$ cat config.mk
export PLATFORM = sky130hd
export DESIGN_NAME = mul_share_arb
export DESIGN_NICKNAME = d
export VERILOG_FILES = /design/src/rtl/alu_pkg.sv /design/src/rtl/mul.sv /design/src/rtl/mul_share_arb.sv
export SDC_FILE = /design/constraint.sdc
export NUM_CORES = 1
export LEC_CHECK = 0
export CAP_MARGIN = 20
export CORE_ASPECT_RATIO = 1.1
export CORE_MARGIN = 3
export CORE_UTILIZATION = 45
export CTS_BUF_LIST = sky130_fd_sc_hd__clkbuf_8
export CTS_CLUSTER_DIAMETER = 30
export DETAILED_ROUTE_END_ITERATION = 12
export PLACE_DENSITY = 0.84
export SETUP_SLACK_MARGIN = 0.4
export SKIP_CTS_REPAIR_TIMING = 1
export SYNTH_ARGS = -nofsm -noshare
export SYNTH_HDL_FRONTEND = slang
export SYNTH_SLANG_ARGS = --single-unit
$ cat constraint.sdc
create_clock -name clk -period 9.3 [get_ports clk]
set_clock_uncertainty 0.1 [all_clocks]
set_input_delay 1.395 -clock clk [delete_from_list [all_inputs] [get_ports clk]]
set_output_delay 1.395 -clock clk [all_outputs]
set_load 0.01 [all_outputs]
$ cat src/rtl/alu_pkg.sv
// Shared definitions for the ALU front-end: FSM encoding, default widths
// and the round-robin winner picker.
package alu_pkg;

  typedef enum logic [1:0] {
    IDLE = 2'd0,
    MUL  = 2'd1,
    RESP = 2'd2
  } state_t;

  localparam int unsigned DEF_W  = 3;
  localparam int unsigned DEF_PW = 4;
  localparam int unsigned MAXN   = 8;

  // Unused upper bits of valid are zero, so scanning mod MAXN from ptr (< N)
  // visits requesters in the same order as scanning mod N.
  function automatic logic [2:0] rr_pick(input logic [MAXN-1:0] valid,
                                         input logic [2:0]      ptr);
    logic [2:0] idx;
    logic       found;
    rr_pick = '0;
    found   = 1'b0;
    for (int unsigned k = 0; k < MAXN; k++) begin
      idx = ptr + 3'(k);
      if (!found && valid[idx]) begin
        rr_pick = idx;
        found   = 1'b1;
      end
    end
  endfunction

endpackage

$ cat src/rtl/mul.sv
// Combinational unsigned multiplier; product truncated to PW bits.
module mul
  import alu_pkg::*;
#(
  parameter int W  = DEF_W,
  parameter int PW = DEF_PW
) (
  input  logic [W-1:0]  A,
  input  logic [W-1:0]  B,
  output logic [PW-1:0] out
);

  logic [2*W-1:0] full;

  always_comb begin
    full = A * B;
    out  = PW'(full);
  end

endmodule

$ cat src/rtl/mul_share_arb.sv
// Round-robin arbiter time-sharing one multiplier between N requesters,
// with registered operands and a backpressure-held tagged response.
module mul_share_arb
  import alu_pkg::*;
#(
  parameter int N   = 4,
  parameter int W   = DEF_W,
  parameter int PW  = DEF_PW,
  parameter int IDW = 2
) (
  input  logic           clk,
  input  logic           rst,
  input  logic [N-1:0]   req_valid,
  input  logic [N*W-1:0] req_a,
  input  logic [N*W-1:0] req_b,
  output logic [N-1:0]   req_ready,
  output logic           rsp_valid,
  output logic [IDW-1:0] rsp_id,
  output logic [PW-1:0]  rsp_data,
  input  logic           rsp_ready,
  output logic           busy
);

  state_t          state, state_n;
  logic [IDW-1:0]  rr_ptr, id_q, win;
  logic [W-1:0]    a_q, b_q;
  logic [PW-1:0]   prod;
  logic [MAXN-1:0] valid_ext;
  logic            grant;

  mul #(.W(W), .PW(PW)) u_mul (
    .A  (a_q),
    .B  (b_q),
    .out(prod)
  );

  always_comb begin
    valid_ext          = '0;
    valid_ext[N-1:0]   = req_valid;
    win                = IDW'(rr_pick(valid_ext, 3'(rr_ptr)));
    grant              = (state == IDLE) && !rst && (|req_valid);
    req_ready          = '0;
    if (grant) req_ready = N'(1) << win;
    busy               = (state != IDLE);

    state_n = state;
    case (state)
      IDLE:    if (grant) state_n = MUL;
      MUL:     state_n = RESP;
      RESP:    if (rsp_ready) state_n = IDLE;
      default: state_n = IDLE;
    endcase
  end

  always_ff @(posedge clk or posedge rst) begin
    if (rst) begin
      state     <= IDLE;
      rr_ptr    <= '0;
      id_q      <= '0;
      a_q       <= '0;
      b_q       <= '0;
      rsp_valid <= 1'b0;
      rsp_id    <= '0;
      rsp_data  <= '0;
    end else begin
      state <= state_n;
      case (state)
        IDLE: if (grant) begin
          a_q    <= req_a[int'(win)*W +: W];
          b_q    <= req_b[int'(win)*W +: W];
          id_q   <= win;
          rr_ptr <= (win == IDW'(N-1)) ? '0 : win + 1'b1;
        end
        MUL: begin
          rsp_data  <= prod;
          rsp_id    <= id_q;
          rsp_valid <= 1'b1;
        end
        RESP: if (rsp_ready) rsp_valid <= 1'b0;
        default: ;
      endcase
    end
  end

endmodule

==> metrics.cfg <==
[synth]
synth.yosys.warnings=0
synth_cells=141
synth_top_cell_area_share_pct=32.7
yosysUniqueCellTypes=42
ys_ff_latch=19
synthArstFlopShare_pct=100
yosysTopAreaCell=dfrtp_1
synthFlopType=dfrtp_1
ys_top_cells_by_area=dfrtp_1 (33%), mux2i_1 (11%), a221oi_2 (6.2%), ha_1 (4.3%), mux2_2 (3.9%)
synth_edf_count=0
yosysSeqAreaShare_pct=32.7
synth_area_sq_mm=0.00146
syn_nets=178
synth.avg_cell_area_sq_um=10.3

[floorplan]
start_util_pct=47.3
dieArea_sq_mm=0.00395
num_io_pins=43
row_count=21
core_sq_mm=0.00307
fp.dieW_microns=60.2
die_h_microns=65.6

[timing]
holdWs_ns=0.385
grt_setup_unrepaired=false
fin_crit_sh_pct=63.4
max_freq_ghz=0.170
fin_setup_tns_ns=0
slew_violations=0
slew_headroom_pct=53.8
finalHoldViolations=0
setup_violations=0
finalCriticalPeriod_ns=5.90
worstMarginPinSlew_ns=0.692

[worst_hold_path]
hold_class=flop to flop

[clock_network]
clk_root_buffer_cell=clkbuf_8
cts_buffer_depth=2
h-tree-depth=1
clk_pin_slew_ns=0.07
cts_inserted_buffers=3
clk_latency_ns=0.25
cts_tree=built
cts.sinks=19

[grt]
grt_pass1_vias=1222
overflow=0
grt_usage_pct=18.0
grt_pass1_wl_mm=5.49
grt_max_degree=20
grt_antenna_before_repair=0

[routing]
num_vias=1212
wl_per_cell_microns=15.4
ant_nets=0
initialDrtViolationCount=94
route.detailed.drc=0
firstDrtPassIters=4
routed_wl_mm=3.29
viasPerCell=5.66

[place]
dpl.cell_count=210
numPortBuffers=42
gp_congestion=0.875
dp_hpwl_mm=2.61
placed_cell_area_sq_mm=0.00187

[status]
outcome=finished clean

[finish]
drive_gt1_share_pct=14.4
stdcell_count=214
diodes=0
layout_common_cells=clkdlybuf4s50_1 (42), dfrtp_1 (19), mux2i_1 (16)
finalNetCount=218
fillers=270
final_common_cell=clkdlybuf4s50_1
final_area_sq_mm=0.00191
area_growth_pct=31.5

[critical_path]
setup.worst_path.class=input pin to primary output
arrival_ns=4.40
startpoint_type=input pin
required_ns=7.81
critPathMaxFanout=16
critPathCaptureType=primary output

[pwr]
p_leak_uw=0.000822
vdd_drop_max_v=0.000247
power_density_mw_per_mm2=356
power_uw=680

[job]
max_cap_violations=0

registers in the layout (all words and copies together) (netlist names):
signal	cells
b_q	3
a_q	3
rr_ptr	2
rsp_valid	1
state	2
rsp_data	4
id_q	2
rsp_id	2
routing by layer:
metal / routed length [microns] / up-vias / share of wire, % / global-route usage, %
met5: 0 / - / 0 / 0
met1: 1290 / 587 / 39 / 22.1
met3: 165 / 0 / 5.0 / 1.96
met4: 0 / 0 / 0 / 2.22
li1: - / 591 / - / -
met2: 1830 / 34 / 56 / 33.6
where the power goes:
part	internal, uW	leakage [uW]	switching, uW
sequential	124	0.000221	36.2
clock	29.3	0.0000269	25.7
combinational	234	0.000573	232
worst max-delay path, cell delays in order:
cell,delay [ns]
clkdlybuf4s50_1,0.65
mux4_1,0.35
nand2_1,0.10
or3_1,0.42
a32oi_4,0.57
ha_1,0.26
and2_1,0.12
clkdlybuf4s50_1,0.53
kinds of logic (layout without fill, tap and decap cells):
logic type      count (synthesis)  after routing  synth area share (%)
fa+ha+maj                       6              6                  5.68
compound gates                 27             27                  18.3
buf+inv                        16             55                  6.02
mux                            24             24                  19.8
simple gates                   46             46                  15.7
xor+xnor                        3              3                  1.81
flops                          19             19                  32.7
final cells by class:
class,instances,area (sq um),area share [%]
Tap cell,34,42.5,2.22
Inverter,8,30.0,1.57
Timing Repair Buffer,43,428,22.4
Clock buffer,3,41.3,2.16
Multi-Input combinational cell,106,892,46.6
Sequential cell,19,475,24.9
Clock inverter,1,3.75,0.196
stage by stage:
stage          worst slack, ns  utilization (%)
6_report                  3.40             62.2
4_1_cts                   3.40             62.2
3_3_place_gp              3.55             60.8
3_5_place_dp              3.39             60.8
2_1_floorplan             4.57                -
5_1_grt                   3.23             62.2
final timing paths:
path | from | end | slack (ns) | depth (start not counted)
setup / recovery | req_valid[3] | req_ready[3] | 3.40 | 8
hold / removal | state[1] | rsp_valid | 0.39 | 1
setup reg to reg | rr_ptr[0] | a_q[2] | 5.73 | 8
hold reg to reg | state[1] | rsp_valid | 0.39 | 1
max in group asynchronous | rst | rsp_data[0] | 7.18 | 2
min in group asynchronous | rst | id_q[1] | 1.48 | 2
synthesized netlist by cell type, drive strengths merged (5+ instances only):
cell and count:
mux2 5, nand2 12, mux2i 16, o21ai 6, a21oi 5, dfrtp 19
and2 6, nor2 13, buf 5, a221oi 6, ha 5, inv 8
(Power assumes the default switching activity.)
